**config.mk**
```make
export PLATFORM = sky130hd
export DESIGN_NAME = multicycle_controller
export DESIGN_NICKNAME = d
export VERILOG_FILES = /design/src/rtl/multicycle_controller.sv
export SDC_FILE = /design/constraint.sdc
export NUM_CORES = 1
export LEC_CHECK = 0
export ABC_AREA = 1
export BUFFER_PORTS_ARGS = -buffer_cell sky130_fd_sc_hd__buf_2
export CAP_MARGIN = 20
export CORE_ASPECT_RATIO = 1.2
export CORE_MARGIN = 2
export CORE_UTILIZATION = 56
export DETAILED_ROUTE_END_ITERATION = 7
export PLACE_DENSITY = 0.86
export SLEW_MARGIN = 10
export SYNTH_ARGS = -nofsm -noshare
export SYNTH_HDL_FRONTEND = slang
export SYNTH_SLANG_ARGS = --single-unit
```
**constraint.sdc**
```tcl
create_clock -name clk -period 3.7 [get_ports clk]
set_clock_uncertainty 0.2 [all_clocks]
set_input_delay 0.555 -clock clk [delete_from_list [all_inputs] [get_ports clk]]
set_output_delay 0.555 -clock clk [all_outputs]
set_load 0.03 [all_outputs]
```
**src/rtl/multicycle_controller.sv**
```systemverilog
// multicycle_controller: control FSM for a multi-cycle RV32 subset datapath
// (add/sub/and/or, lw, sw, beq). One shared ALU and one shared memory port.
// Strobes decode combinationally from the state register and the current
// inputs. A retired-instruction counter and a sticky illegal flag are kept.
module multicycle_controller #(
  parameter int unsigned CNT_W = 32
) (
  input  logic             clk,
  input  logic             rst,
  input  logic [31:0]      instruction_i,
  input  logic             zero_i,
  input  logic             mem_ready_i,
  output logic             mem_req_o,
  output logic             IorD_o,
  output logic             MemRead_o,
  output logic             MemWrite_o,
  output logic             IRWrite_o,
  output logic             PCWrite_o,
  output logic             PCSrc_o,
  output logic             ALUsrc_o,
  output logic [3:0]       ALUControl_o,
  output logic             RegWrite_o,
  output logic             MemToReg_o,
  output logic             illegal_o,
  output logic [2:0]       state_o,
  output logic [CNT_W-1:0] retired_o
);

  typedef enum logic [2:0] {
    S_FETCH  = 3'd0,
    S_DECODE = 3'd1,
    S_EXEC   = 3'd2,
    S_MEM    = 3'd3,
    S_WB     = 3'd4,
    S_HALT   = 3'd5
  } state_t;

  localparam logic [6:0] OP_LOAD   = 7'h03;
  localparam logic [6:0] OP_STORE  = 7'h23;
  localparam logic [6:0] OP_RTYPE  = 7'h33;
  localparam logic [6:0] OP_BRANCH = 7'h63;

  localparam logic [3:0] ALU_AND = 4'b0000;
  localparam logic [3:0] ALU_OR  = 4'b0001;
  localparam logic [3:0] ALU_ADD = 4'b0010;
  localparam logic [3:0] ALU_SUB = 4'b0110;

  state_t           r_state;
  logic [CNT_W-1:0] r_retired;
  logic             r_illegal;

  // Instruction field decode
  logic [6:0] w_opcode;
  logic [2:0] w_funct3;
  logic [6:0] w_funct7;
  logic       w_is_load;
  logic       w_is_store;
  logic       w_is_rtype;
  logic       w_is_branch;
  logic       w_r_legal;
  logic       w_b_legal;
  logic       w_legal;
  logic [3:0] w_r_alu;
  logic       w_unused_instr;

  assign w_opcode    = instruction_i[6:0];
  assign w_funct3    = instruction_i[14:12];
  assign w_funct7    = instruction_i[31:25];
  assign w_is_load   = (w_opcode == OP_LOAD);
  assign w_is_store  = (w_opcode == OP_STORE);
  assign w_is_rtype  = (w_opcode == OP_RTYPE);
  assign w_is_branch = (w_opcode == OP_BRANCH);

  // Register indices are datapath business; the controller never looks at them.
  assign w_unused_instr = ^{instruction_i[24:15], instruction_i[11:7]};

  assign w_r_legal = w_is_rtype &&
                     (((w_funct7 == 7'h00) && ((w_funct3 == 3'b000) ||
                                               (w_funct3 == 3'b111) ||
                                               (w_funct3 == 3'b110))) ||
                      ((w_funct7 == 7'h20) && (w_funct3 == 3'b000)));
  assign w_b_legal = w_is_branch && (w_funct3 == 3'b000);
  assign w_legal   = w_is_load || w_is_store || w_r_legal || w_b_legal;

  // R-type ALU operation select from funct3/funct7
  always_comb begin
    w_r_alu = ALU_ADD;
    unique case (w_funct3)
      3'b000:  w_r_alu = w_funct7[5] ? ALU_SUB : ALU_ADD;
      3'b111:  w_r_alu = ALU_AND;
      3'b110:  w_r_alu = ALU_OR;
      default: w_r_alu = ALU_ADD;
    endcase
  end

  // Unqualified strobes and next-state, before reset gating
  state_t     w_next;
  logic       w_retire;
  logic       w_mem_req;
  logic       w_iord;
  logic       w_mem_read;
  logic       w_mem_write;
  logic       w_ir_write;
  logic       w_pc_write;
  logic       w_pc_src;
  logic       w_alu_src;
  logic [3:0] w_alu_ctl;
  logic       w_reg_write;
  logic       w_mem_to_reg;

  // Per-state strobe decode and next-state selection
  always_comb begin
    w_next       = r_state;
    w_retire     = 1'b0;
    w_mem_req    = 1'b0;
    w_iord       = 1'b0;
    w_mem_read   = 1'b0;
    w_mem_write  = 1'b0;
    w_ir_write   = 1'b0;
    w_pc_write   = 1'b0;
    w_pc_src     = 1'b0;
    w_alu_src    = 1'b0;
    w_alu_ctl    = '0;
    w_reg_write  = 1'b0;
    w_mem_to_reg = 1'b0;
    unique case (r_state)
      S_FETCH: begin
        w_mem_req  = 1'b1;
        w_mem_read = 1'b1;
        if (mem_ready_i) begin
          w_ir_write = 1'b1;
          w_pc_write = 1'b1;
          w_alu_ctl  = ALU_ADD;
          w_next     = S_DECODE;
        end
      end
      S_DECODE: begin
        w_next = w_legal ? S_EXEC : S_HALT;
      end
      S_EXEC: begin
        if (w_is_load || w_is_store) begin
          w_alu_src = 1'b1;
          w_alu_ctl = ALU_ADD;
          w_next    = S_MEM;
        end else if (w_is_branch) begin
          w_alu_ctl  = ALU_SUB;
          w_pc_src   = 1'b1;
          w_pc_write = zero_i;
          w_retire   = 1'b1;
          w_next     = S_FETCH;
        end else begin
          w_alu_ctl = w_r_alu;
          w_next    = S_WB;
        end
      end
      S_MEM: begin
        w_mem_req   = 1'b1;
        w_iord      = 1'b1;
        w_alu_src   = 1'b1;
        w_alu_ctl   = ALU_ADD;
        w_mem_read  = w_is_load;
        w_mem_write = ~w_is_load;
        if (mem_ready_i) begin
          if (w_is_load) begin
            w_next = S_WB;
          end else begin
            w_retire = 1'b1;
            w_next   = S_FETCH;
          end
        end
      end
      S_WB: begin
        w_reg_write  = 1'b1;
        w_mem_to_reg = w_is_load;
        w_retire     = 1'b1;
        w_next       = S_FETCH;
      end
      S_HALT: begin
        w_next = S_HALT;
      end
      default: begin
        w_next = S_FETCH;
      end
    endcase
  end

  // State, retired counter and sticky illegal flag
  always_ff @(posedge clk or posedge rst) begin
    if (rst) begin
      r_state   <= S_FETCH;
      r_retired <= '0;
      r_illegal <= 1'b0;
    end else begin
      r_state <= w_next;
      if (w_retire) begin
        r_retired <= r_retired + CNT_W'(1);
      end
      if (w_next == S_HALT) begin
        r_illegal <= 1'b1;
      end
    end
  end

  // FETCH is encoded as 0 but drives strobes, so every output is gated by rst
  // to go quiet immediately, without waiting for a clock edge.
  assign mem_req_o    = w_mem_req    & ~rst;
  assign IorD_o       = w_iord       & ~rst;
  assign MemRead_o    = w_mem_read   & ~rst;
  assign MemWrite_o   = w_mem_write  & ~rst;
  assign IRWrite_o    = w_ir_write   & ~rst;
  assign PCWrite_o    = w_pc_write   & ~rst;
  assign PCSrc_o      = w_pc_src     & ~rst;
  assign ALUsrc_o     = w_alu_src    & ~rst;
  assign ALUControl_o = w_alu_ctl    & {4{~rst}};
  assign RegWrite_o   = w_reg_write  & ~rst;
  assign MemToReg_o   = w_mem_to_reg & ~rst;
  assign illegal_o    = r_illegal    & ~rst;
  assign state_o      = r_state      & {3{~rst}};
  assign retired_o    = r_retired    & {CNT_W{~rst}};

endmodule

```
# Yosys cells after proc, flatten, opt, wreduce, memory -nomap -nowiden
# Cells that the tools add are included.
[op_classes] n_addsub=1 n_mul=0 div_mod_pow=0 magnitude_cmp=0 n_eq_ne=13 shift=0 mux=32 bitwise_logic=16 n_reduce_logical=14
[op_table] operator="32-bit by 1-bit adder with 32-bit output (second input constant)" n=1
[op_table] operator="32-bit AND" n=1
[op_table] operator="7-bit by 6-bit == test with 1-bit output (second input constant)" n=3
[op_table] operator="3-bit two-way mux" n=7
[op_table] operator="3-bit == test (second input constant)" n=5
[op_table] operator="1-bit two-way mux" n=15
[op_table] operator="3-bit case mux with 5 select lines" n=1
[op_table] operator="4-bit case mux with 3 select lines" n=1
[op_table] operator="1-bit AND" n=11
[op_table] operator="3-bit case mux with 3 select lines" n=1
[op_table] operator="4-bit two-way mux" n=2
[op_table] operator="7-bit by 2-bit == test with 1-bit output (second input constant)" n=1
[op_table] operator="7-bit == test (second input constant)" n=1
[op_table] operator="7-bit logical NOT" n=1
[op_table] operator="3-bit by 2-bit == test with 1-bit output (second input constant)" n=2
[op_table] operator="3-bit logical NOT" n=2
[op_table] operator="1-bit logical OR" n=6
[op_table] operator="1-bit case mux with 2 select lines" n=3
[op_table] operator="4-bit AND" n=1
[op_table] operator="1-bit logical AND" n=4
[op_table] operator="3-bit AND" n=1
[op_table] operator="3-bit by 1-bit == test with 1-bit output (second input constant)" n=1
[op_table] operator="1-bit case mux with 3 select lines" n=1
[op_table] operator="2-bit two-way mux" n=1
[op_table] operator="other kinds (2)" n=3
[totals] ff_bits=36 latchBits=0 ramBits=0 romBits=0 inputBits=36 out_inout_bits=50 word_cells=79 memories=0

# Logic depth before layout (Yosys ltp)
# Gate-level depths: netlist of run 1.
[depth] word_depth=11 depth_mapped=11 depth_no_buf=10

# Worst setup path after synthesis of run 1
# No wires, ideal clock.
[synth_path] path_type="input to output" from="input rst" to="output ALUControl_o[0]" t_arrival_ps=2117 t_required_ps=2945 slack_ps=828 cell_stages=3 path_buffers=0 cell_sequence="nor2_1 nand2_1 nor4_1"
[synth_between] elab_chain_cells=2
[synth_lines] item="from (decl)" line="9" source="input logic rst,"
[synth_lines] item="1-bit inverter" line="214" source="assign ALUControl_o = w_alu_ctl & {4{~rst}};"
[synth_lines] item="4-bit AND" line="214"
[synth_lines] item="to (decl)" line="21" source="output logic [3:0] ALUControl_o,"
# No other way between the ends.

# Final worst setup path of run 1
# Ends and elaborated chain as after synthesis.

==> results of run 1 <==
final cells by class:
type | instances | area, um2 | share of cell area
Multi-Input combinational cell | 361 | 1620 | 0.492
Sequential cell | 36 | 901 | 0.273
Timing Repair Buffer | 70 | 353 | 0.107
Inverter | 63 | 236 | 0.0717
Tap cell | 60 | 75.1 | 0.0228
Clock buffer | 5 | 68.8 | 0.0209
Clock inverter | 3 | 42.5 | 0.0129
layout by cell type (no fill, tap or decap), types with 2 or more instances in the layout:
cell type                    n
sky130_fd_sc_hd__nor2_2      6
sky130_fd_sc_hd__nor2_4      2
sky130_fd_sc_hd__nand3_1    28
sky130_fd_sc_hd__buf_2      69
sky130_fd_sc_hd__a21oi_1     8
sky130_fd_sc_hd__nand2_1   162
sky130_fd_sc_hd__xor2_1     11
sky130_fd_sc_hd__inv_2       5
sky130_fd_sc_hd__nor2_1     99
sky130_fd_sc_hd__dfrtp_1    36
sky130_fd_sc_hd__inv_1      58
sky130_fd_sc_hd__o21ai_0     3
sky130_fd_sc_hd__nor3_1      8
sky130_fd_sc_hd__nand4_1     2
sky130_fd_sc_hd__nand3_4     2
sky130_fd_sc_hd__o21ai_1    13
sky130_fd_sc_hd__nand2_2     5
sky130_fd_sc_hd__clkbuf_8    5
sky130_fd_sc_hd__o21ai_2     3
where the power goes:
part           internal (mW)  switching [mW]
sequential             0.429          0.0554
clock                  0.199           0.151
combinational          0.116           0.332
metrics by stage:
step	hold slack [ns]	util
2_1_floorplan	0.221	-
3_3_place_gp	0.238	0.650
3_5_place_dp	0.251	0.650
4_1_cts	0.270	0.672
5_1_grt	0.306	0.672
6_report	0.265	0.672
routing by layer:
| layer | GRT usage | part of all wire | vias to the layer above |
|---|---|---|---|
| li1 | - | - | 1560 |
| met1 | 0.294 | 0.42 | 1390 |
| met2 | 0.484 | 0.50 | 100 |
| met3 | 0.0425 | 0.049 | 15 |
| met4 | 0.110 | 0.022 | 0 |
| met5 | 0 | 0 | - |
worst max path at each step:
stage | startpoint | to | slack (ns) | cells past startpoint
2_1_floorplan | rst | ALUControl_o[0] | 0.83 | 3
3_3_place_gp | instruction_i[4] | r_retired[31] | 1.22 | 10
3_5_place_dp | instruction_i[4] | r_retired[26] | 1.19 | 10
4_1_cts | rst | ALUControl_o[0] | 1.19 | 5
5_1_grt | rst | ALUControl_o[0] | 1.08 | 5
6_report | rst | ALUControl_o[0] | 1.22 | 5
flip-flops by register name (all words and copies together) (netlist names):
signal / cells
r_illegal: 1
r_retired: 32
r_state: 3
cell families (layout without fill, tap and decap cells):
| group | count (synthesis) | after routing | share of synthesized area |
|---|---|---|---|
| xor gates and xnor gates | 12 | 12 | 0.0395 |
| adders and majority gates | 1 | 1 | 0.00439 |
| and+or+nand+nor | 319 | 319 | 0.470 |
| buffers and inverters | 75 | 141 | 0.116 |
| other | 1 | 1 | 0.00131 |
| AOI/OAI and AO/OA | 28 | 28 | 0.0535 |
| DFF | 36 | 36 | 0.316 |
tightest hold or removal path, stage by stage, from the launching register on:
cell and delay, ns:
sky130_fd_sc_hd__dfrtp_1 0.33, sky130_fd_sc_hd__inv_1 0.05, sky130_fd_sc_hd__nand2_1 0.06
==> summary.txt, run 1 <==
status: completed
CTS HTree Levels: 2
floorplan die area: 5680 um2
Remaining Overflow, GRT: 0
most common flop cell mapped by yosys: sky130_fd_sc_hd__dfrtp_1
normalized max-slew margin: 0.464
maximum count of clock buffers along a single path: 2
TritonCTS clock tree: built
final setup fails: 0
maximum number of pins on one net before global-route repair: 54
vias: 3065
most frequent cell after synthesis: sky130_fd_sc_hd__nand2_1
count of nets left with antenna violations after detail routing: 0
start of the worst register-to-register path: r_state[0]
post-place instance area: 3190 um2
Post-Synthesis Cell Area: 2850 um2
share of async-settable or async-resettable flops after synthesis: 1.00
critical path's largest stage delay: 0.36 ns
Die Span X: 69.2 um
hold path endpoint: r_illegal
share of the cycle needed by the critical path after routing: 0.671
vias in the first global route: 2794
Post-Place Setup Slack: 1.19 ns
fill count: 447
CTS clock-pin slew for the worst setup and hold paths: 0.08 ns
critical register-to-register path endpoint: r_retired[26]
highest attainable clock frequency: 0.403 GHz
Post-Synthesis Net Count: 509
length of the first detailed-routing pass in iterations: 5
power density of the placed cells: 389 nW/um2
CP Class: input port to primary output
peak fanout along the critical path: 48
HP Class: register to register
cell with the biggest individual delay on the critical path: sky130_fd_sc_hd__buf_2
most common cell type on the critical path: sky130_fd_sc_hd__buf_2
largest cells by area after synthesis: sky130_fd_sc_hd__dfrtp_1 32%, sky130_fd_sc_hd__nand2_1 21%, sky130_fd_sc_hd__nor2_1 13%, sky130_fd_sc_hd__inv_1 7.6%, sky130_fd_sc_hd__nand3_1 4.9%
Synth area leader: sky130_fd_sc_hd__dfrtp_1
effective utilization at floorplan: 0.582
total half-perimeter wirelength after legalization and detailed placement: 5.49 mm
GP Congestion: 0.935
number of cells in the design after placement: 590
Resized Gates After CTS: 0
cts-stage hold buffer count: 0
commonest cells in the synthesized netlist: 162 x sky130_fd_sc_hd__nand2_1, 99 x sky130_fd_sc_hd__nor2_1, 58 x sky130_fd_sc_hd__inv_1
Overall Power: 1.28 mW
number of enable-type register cells in the synthesized netlist: 0
beginning of the worst hold path: r_illegal
max_cap viols: 0
Setup Buffers After CTS: 0
worst endpoint data arrival time: 1.73 ns
worst IR drop on VDD: 0.455 mV
total routing resource utilization after global routing: 0.258
FF-to-FF setup slack: 1.55 ns
number of warnings reported in the yosys synthesis log: 0
number of antenna diodes: 0
CTS buffer count: 5
Critical Path End Type: primary output
area fraction of the dominant cell type after synthesis: 0.316
number of placement rows: 28
time the final worst path needs with I/O delays and setup: 2.48 ns
setup ws final: 1.22 ns
Startpoint Class: input port
share of cells above drive strength 1: 0.195
number of vias per cell after detailed routing: 5.13
TritonCTS sink count: 36
detailed-route wire length per cell: 11.9 um
clock network latency to the later pin of the worst-skew pair: 0.29 ns
endpoint required time on the critical path: 2.94 ns
number of synthesized register bits: 36
post-synthesis instance total: 472
Crit path max-delay family: buffers and inverters
global-route wire length before repair: 12.0 mm
sequential area share after synthesis: 0.316
starting DRC count in detailed routing: 219
DRT Wirelength: 7.13 mm
Cell Count, Final, Fillers Out: 598
unique cell type count in the Yosys netlist: 30
Root Buffer: sky130_fd_sc_hd__clkbuf_8
post-layout instance area: 3300 um2
Final Hold Vio Count: 0
Worst Max-Slew Pin Slew: 0.804 ns
core area: 4900 um2
Port Buffer Count: 69
hold path cells: 2
DRC violations left: 0
count of boundary I/O pins: 86
synthesis-to-layout area growth: 15.6%
worst path buffer plus inverter count: 2
Post-Route Setup TNS: 0 ns
unrepaired setup endpoints after global routing: false
Max Transition Viols Final: 0
nets: 574
chip height: 82.2 um
Cell Chain, Critical Path: buf_2, nor2_1, nand2_1, nor4_1, buf_2
Worst R2R Path Depth: 6
static power due to leakage: 1.71 nW
average instance area after synthesis: 6.04 um2
number of antenna violations at the first check in global routing: 0
Note: power is estimated with default switching activity, not from simulation.
==> inputs of run 2 (changes only) <==
- CORE_UTILIZATION: 56 -> 52
- PLACE_DENSITY: 0.86 -> 0.81
- clock period: 3.7 -> 2.4 ns (I/O delays scaled with it)
==> summary.txt, run 2 (same netlist as run 1, synthesis figures left out) <==
Startpoint Class: register
CP Class: register to primary output
share of cells above drive strength 1: 0.201 (+0.00631)
HP Class: input port to asynchronous set/reset pin
length of the first detailed-routing pass in iterations: 5 (unchanged)
status: completed
time the final worst path needs with I/O delays and setup: 2.22 ns
total half-perimeter wirelength after legalization and detailed placement: 5.63 mm (+2.5%)
setup ws final: 0.181 ns (-1.04 ns)
share of the cycle needed by the critical path after routing: 0.925
Cell Chain, Critical Path: nor2_2, nand2_1, nor2_1, inv_1, a31oi_1, buf_2
Util after Layout: 0.627 (-0.0451)
endpoint required time on the critical path: 1.84 ns (-1.10 ns)
cts-stage hold buffer count: 0 (unchanged)
max_cap viols: 0 (unchanged)
Crit path max-delay family: flip-flops
static power due to leakage: 1.72 nW (+0.93%)
total routing resource utilization after global routing: 0.242 (-0.0166)
maximum count of clock buffers along a single path: 2 (unchanged)
worst IR drop on VDD: 0.426 mV (-6.6%)
DRT Wirelength: 7.12 mm (about the same)
count of nets left with antenna violations after detail routing: 0 (unchanged)
Critical Path End Type: primary output
peak fanout along the critical path: 6 (-88%)
TritonCTS sink count: 36 (unchanged)
Root Buffer: sky130_fd_sc_hd__clkbuf_8
register with the most flip-flops: r_retired
Max Transition Viols Final: 0 (unchanged)
worst endpoint data arrival time: 1.66 ns (-0.07 ns)
nets: 577 (+0.52%)
starting DRC count in detailed routing: 177 (-19%)
final setup fails: 0 (unchanged)
effective utilization at floorplan: 0.538 (-0.0431)
worst path buffer plus inverter count: 2 (unchanged)
count of boundary I/O pins: 86 (unchanged)
CTS buffer count: 5 (unchanged)
Port Buffer Count: 69 (unchanged)
number of placement rows: 29 (+3.6%)
post-layout instance area: 3320 um2 (+0.76%)
cell with the biggest individual delay on the critical path: sky130_fd_sc_hd__dfrtp_1
global-route wire length before repair: 11.8 mm (-1.8%)
GP Congestion: 0.901 (-3.7%)
FF-to-FF setup slack: 0.44 ns (-1.11 ns)
Setup Buffers After CTS: 0 (unchanged)
start of the worst register-to-register path: r_retired[0]
unrepaired setup endpoints after global routing: false
vias: 3040 (-0.82%)
power density of the placed cells: 585 nW/um2 (+51%)
hold slack: 0.155 ns (-0.110 ns)
Overall Power: 1.94 mW (+52%)
vias in the first global route: 2701 (-3.3%)
commonest non-fill, non-tap cell in the layout: sky130_fd_sc_hd__nand2_1
critical register-to-register path endpoint: r_retired[22]
Final Hold Vio Count: 0 (unchanged)
synthesis-to-layout area growth: 16.5%
Resized Gates After CTS: 0 (unchanged)
DRC violations left: 0 (unchanged)
maximum number of pins on one net before global-route repair: 37 (-31%)
number of antenna violations at the first check in global routing: 0 (unchanged)
chip height: 85.1 um (+3.6%)
number of antenna diodes: 0 (unchanged)
critical path's largest stage delay: 0.49 ns (+0.13 ns)
post-place instance area: 3230 um2 (+1.4%)
Die Span X: 71.6 um (+3.6%)
CTS HTree Levels: 2 (unchanged)
Post-Place Setup Slack: 0.473 ns (-0.719 ns)
Worst R2R Path Depth: 7 (+1)
most frequent cells in the layout: 162 x sky130_fd_sc_hd__nand2_1, 99 x sky130_fd_sc_hd__nor2_1, 69 x sky130_fd_sc_hd__buf_2, 58 x sky130_fd_sc_hd__inv_1, 36 x sky130_fd_sc_hd__dfrtp_1
detailed-route wire length per cell: 11.8 um (-0.88%)
number of vias per cell after detailed routing: 5.04 (-1.6%)
core area: 5300 um2 (+8.0%)
largest registers: r_retired x32, r_state x3, r_illegal x1
Remaining Overflow, GRT: 0 (unchanged)
TritonCTS clock tree: built
floorplan die area: 6100 um2 (+7.3%)
CTS clock-pin slew for the worst setup and hold paths: 0.07 ns (about the same)
clock network latency to the later pin of the worst-skew pair: 0.29 ns (about the same)
number of flip-flops under the largest register name: 32 (unchanged)
highest attainable clock frequency: 0.451 GHz
[run 2: tightest hold or removal path, cell delays in order]
cell and delay, ns:
sky130_fd_sc_hd__buf_2 0.22, sky130_fd_sc_hd__inv_1 0.09, sky130_fd_sc_hd__buf_4 0.40
[run 2: metal layers]
layer	global-route usage	wire length, um	vias up
met3	0.0333	402	15
met2	0.441	3650	98
met5	0	0	-
met1	0.288	2900	1365
met4	0.0806	165	0
li1	-	-	1562
[run 2: worst max path at each step]
| stage | depth (start not counted) | slack, ns | from | to |
|---|---|---|---|---|
| finish | 6 | 0.18 | r_state[0] | ALUControl_o[1] |
| global route | 6 | 0.04 | r_state[0] | ALUControl_o[1] |
| global placement | 7 | 0.49 | r_retired[0] | r_retired[22] |
| CTS | 6 | 0.20 | r_state[0] | ALUControl_o[1] |
| floorplan | 4 | -0.02 | r_state[1] | ALUControl_o[2] |
| detailed placement | 7 | 0.47 | r_retired[0] | r_retired[22] |
[run 2: cell type report]
| cell class | instances | area, um2 |
|---|---|---|
| Multi-Input combinational cell | 361 | 1630 |
| Clock inverter | 2 | 10.0 |
| Fill cell | 514 | 1970 |
| Tap cell | 62 | 77.6 |
| Clock buffer | 6 | 82.6 |
| Timing Repair Buffer | 73 | 388 |
| Sequential cell | 36 | 901 |
| Inverter | 63 | 236 |
[run 2: where the power goes]
| group | switching (mW) | total, mW | leakage (nW) | internal [mW] |
|---|---|---|---|---|
| registers | 0.0866 | 0.748 | 0.487 | 0.662 |
| clock network | 0.222 | 0.451 | 0.0510 | 0.229 |
| logic | 0.523 | 0.745 | 1.18 | 0.222 |
[run 2: stage by stage]
| step | instances | setup TNS, ns |
|---|---|---|
| final | 603 | 0 |
| after global routing | 603 | 0 |
| after CTS | 603 | 0 |
| after detailed placement | 595 | 0 |
| after global placement | 595 | 0 |
| after floorplan | 472 | -0.0190 |
==> inputs of run 3 (changes only) <==
--- a/config.mk
+++ b/config.mk
@@ -7,3 +7,2 @@
 export LEC_CHECK = 0
-export ABC_AREA = 1
 export BUFFER_PORTS_ARGS = -buffer_cell sky130_fd_sc_hd__buf_2
@@ -12,5 +11,5 @@
 export CORE_MARGIN = 2
-export CORE_UTILIZATION = 52
+export CORE_UTILIZATION = 49
 export DETAILED_ROUTE_END_ITERATION = 7
-export PLACE_DENSITY = 0.81
+export PLACE_DENSITY = 0.8
 export SLEW_MARGIN = 10
==> constraint.sdc (replaced) <==
create_clock -name clk -period 2.4 [get_ports clk]
set_clock_uncertainty 0.2 [all_clocks]
set_input_delay 0.12 -clock clk [delete_from_list [all_inputs] [get_ports clk]]
set_output_delay 0.12 -clock clk [all_outputs]
set_load 0.03 [all_outputs]
==> summary.txt, run 3 <==
Remaining Overflow, GRT: 0 (unchanged)
Post-Synth Simple-Gate Area: 0.370 (-0.0998)
final setup fails: 0 (unchanged)
area fraction of the dominant cell type after synthesis: 0.398 (+0.0818)
share of cells above drive strength 1: 0.304 (+0.103)
highest attainable clock frequency: 0.443 GHz (-1.8%)
cell with the biggest individual delay on the critical path: sky130_fd_sc_hd__dfrtp_1
Met3 Routed Length: 256 um (-36%)
largest cells by area after synthesis: sky130_fd_sc_hd__dfrtp_1 40%, sky130_fd_sc_hd__nor2b_1 10%, sky130_fd_sc_hd__xor2_1 6.6%, sky130_fd_sc_hd__xnor2_1 5.4%, sky130_fd_sc_hd__nand4_1 4.7%
DRT Wirelength: 5.21 mm (-27%)
unique cell type count in the Yosys netlist: 45 (+50%)
wl on met1: 2.25 mm (-22%)
HP Class: input port to asynchronous set/reset pin
status: completed
share of the cycle needed by the critical path after routing: 0.941 (+0.0167)
clock network latency to the later pin of the worst-skew pair: 0.28 ns (about the same)
Startpoint Class: register
Met2 Wirelength: 2.67 mm (-27%)
vias in the first global route: 1952 (-28%)
area fraction in compound gates after synthesis: 0.0596 (+0.00613)
share of total power consumed by net switching: 0.372 (-0.0553)
launch point of the critical path: r_state[2]
CTS clock-pin slew for the worst setup and hold paths: 0.07 ns (about the same)
number of cells in the design after placement: 373 (-37%)
time the final worst path needs with I/O delays and setup: 2.26 ns (+0.0401 ns)
most frequent cell after synthesis: sky130_fd_sc_hd__nor2b_1
Root Buffer: sky130_fd_sc_hd__clkbuf_8
Synth Area in Adders: 0.00552 (+0.00114)
Critical Path End Type: primary output
sequential area share after synthesis: 0.398 (+0.0818)
most frequent cells in the layout: 69 x sky130_fd_sc_hd__buf_2, 37 x sky130_fd_sc_hd__nor2b_1, 36 x sky130_fd_sc_hd__dfrtp_1
part of the power in registers: 0.394 (+0.009)
share of async-settable or async-resettable flops after synthesis: 1.00 (unchanged)
endpoint required time on the critical path: 2.08 ns (+0.24 ns)
critical path's largest stage delay: 0.37 ns (-0.12 ns)
unrepaired setup endpoints after global routing: false
number of antenna violations at the first check in global routing: 0 (unchanged)
Post-Synthesis Net Count: 284 (-44%)
total half-perimeter wirelength after legalization and detailed placement: 3.77 mm (-33%)
DRC violations left: 0 (unchanged)
largest registers: r_retired x32, r_state x3, r_illegal x1
global-route wire length before repair: 8.65 mm (-26%)
number of warnings reported in the yosys synthesis log: 0 (unchanged)
vias: 2059 (-32%)
CTS buffer count: 5 (unchanged)
nets: 359 (-38%)
count of nets left with antenna violations after detail routing: 0 (unchanged)
total routing resource utilization after global routing: 0.212 (-0.0294)
Worst Max-Slew Pin Slew: 0.528 ns
Cell Chain, Critical Path: buf_4, or2_2, or3_1, nor3_1, buf_2
GP Congestion: 0.784 (-13%)
share of the synthesized netlist area taken by xor and xnor gates: 0.120 (+0.0803)
starting DRC count in detailed routing: 72 (-59%)
maximum count of clock buffers along a single path: 2 (unchanged)
start of the worst register-to-register path: r_state[1]
TritonCTS sink count: 36 (unchanged)
Final Hold Vio Count: 0 (unchanged)
number of synthesized register bits: 36 (unchanged)
Port Buffer Count: 69 (unchanged)
Cell Count, Final, Fillers Out: 380 (-37%)
post-synthesis instance total: 247 (-48%)
peak fanout along the critical path: 9 (+3)
logic gate share of total power: 0.366 (-0.017)
cts-stage hold buffer count: 0 (unchanged)
share of cell area taken by muxes after synthesis: 0.00497 (+0.00497)
normalized max-slew margin: 0.644
core area: 4530 um2 (-15%)
CP Class: register to primary output
effective utilization at floorplan: 0.501 (-0.0379)
CTS HTree Levels: 2 (unchanged)
Post-Synthesis Cell Area: 2270 um2 (-21%)
Post-Route Setup TNS: 0 ns (unchanged)
combinational family with the most area after synthesis: simple AND/OR/NAND/NOR gates
Highest Signal Layer: met4
average instance area after synthesis: 9.17 um2 (+52%)
Die Span X: 66.1 um (-7.7%)
floorplan die area: 5190 um2 (-15%)
synthesis-to-layout area growth: 24.7%
Max Transition Viols Final: 0 (unchanged)
internal power: 1.19 mW (+7.3%)
number of antenna diodes: 0 (unchanged)
register with the most flip-flops: r_retired
clock network fraction of design power: 0.240 (+0.008)
commonest non-fill, non-tap cell in the layout: sky130_fd_sc_hd__buf_2
detailed-route wire length per cell: 13.7 um (+16%)
worst IR drop on VDD: 0.403 mV (-5.2%)
Resized Gates After CTS: 0 (unchanged)
TritonCTS clock tree: built
most common flop cell mapped by yosys: sky130_fd_sc_hd__dfrtp_1
number of enable-type register cells in the synthesized netlist: 0 (unchanged)
power density of the placed cells: 673 nW/um2 (+15%)
commonest cells in the synthesized netlist: 37 x sky130_fd_sc_hd__nor2b_1, 36 x sky130_fd_sc_hd__dfrtp_1, 17 x sky130_fd_sc_hd__nand2_1, 17 x sky130_fd_sc_hd__nand4_1, 17 x sky130_fd_sc_hd__xor2_1
number of flip-flops under the largest register name: 32 (unchanged)
Synth area leader: sky130_fd_sc_hd__dfrtp_1
chip height: 78.5 um (-7.8%)
number of placement rows: 27 (-6.9%)
count of boundary I/O pins: 86 (unchanged)
worst endpoint data arrival time: 1.94 ns (+0.28 ns)
max_cap viols: 0 (unchanged)
maximum number of pins on one net before global-route repair: 38 (+2.7%)
number of vias per cell after detailed routing: 5.42 (+7.5%)
net switching power of the design: 0.708 mW (-15%)
Setup Buffers After CTS: 0 (unchanged)
length of the first detailed-routing pass in iterations: 4 (-1)
static power due to leakage: 1.32 nW (-23%)
run 3: changes by cell type in the layout (fill, tap and decap cells not counted), sizes merged, moves of 7 or more:
cell   delta
nand3    -23
inv      -59
buf      +10
nand4    +15
nor2b    +37
nand2   -150
nor4      +7
xnor2    +14
o21ai    -17
nor2     -93
run 3: worst max-delay path: cells and delay by family (launching register included):
| kind | cells | cell delay (ns) |
|---|---|---|
| flip-flops | 1 | 0.37 |
| buffers and inverters | 2 | 0.39 |
| AND/OR/NAND/NOR | 3 | 0.90 |
run 3: cell families after synthesis:
kind of cell	count (synthesis)
adders and majority gates	1
and+or+nand+nor	141
other	1
buffers and inverters	19
muxes	1
DFF	36
AOI/OAI and AO/OA	17
xor gates and xnor gates	31
run 3: path summary, 6_finish.rpt:
path | endpoint | slack (ns) | cells past startpoint
max | ALUControl_o[2] | 0.14 | 5
max in group asynchronous | r_state[1] | 1.63 | 4
min | r_retired[6] | 0.05 | 4
min in group clk | r_state[2] | 0.15 | 5
max reg2reg | r_retired[14] | 0.25 | 7
min reg2reg | r_illegal | 0.26 | 1
run 3: stage by stage:
| step | cell area [um2] | total power, mW | hold slack (ns) | worst slack, ns | util |
|---|---|---|---|---|---|
| floorplan | 2270 | 1.24 | 0.110 | 0.0402 | - |
| global placement | 2730 | 1.44 | 0.244 | 0.223 | 0.603 |
| detailed placement | 2730 | 1.45 | 0.253 | 0.191 | 0.603 |
| CTS | 2830 | 1.91 | 0.0709 | 0.143 | 0.624 |
| global route | 2830 | 2.01 | 0.128 | 0.0664 | 0.624 |
| finish | 2830 | 1.90 | 0.0487 | 0.141 | 0.624 |
run 3: area by class of cell:
type	instances	area (um2)
Fill cell	406	1700
Multi-Input combinational cell	192	1280
Sequential cell	36	901
Timing Repair Buffer	83	463
Clock buffer	7	96.3
Tap cell	58	72.6
Inverter	4	15.0
run 3: per-layer routing:
layer | GRT usage | vias to the layer above
li1 | - | 1008
met1 | 0.261 | 993
met2 | 0.361 | 54
met3 | 0.0473 | 4
met4 | 0.0796 | 0
met5 | 0 | -
run 3: power groups by stage:
stage | Sequential [mW] | Clock, mW | Combinational, mW
global placement | 0.755 | 0 | 0.682
finish | 0.748 | 0.456 | 0.697
detailed placement | 0.759 | 0 | 0.692
floorplan | 0.739 | 0 | 0.502
CTS | 0.748 | 0.467 | 0.697
global route | 0.758 | 0.496 | 0.754
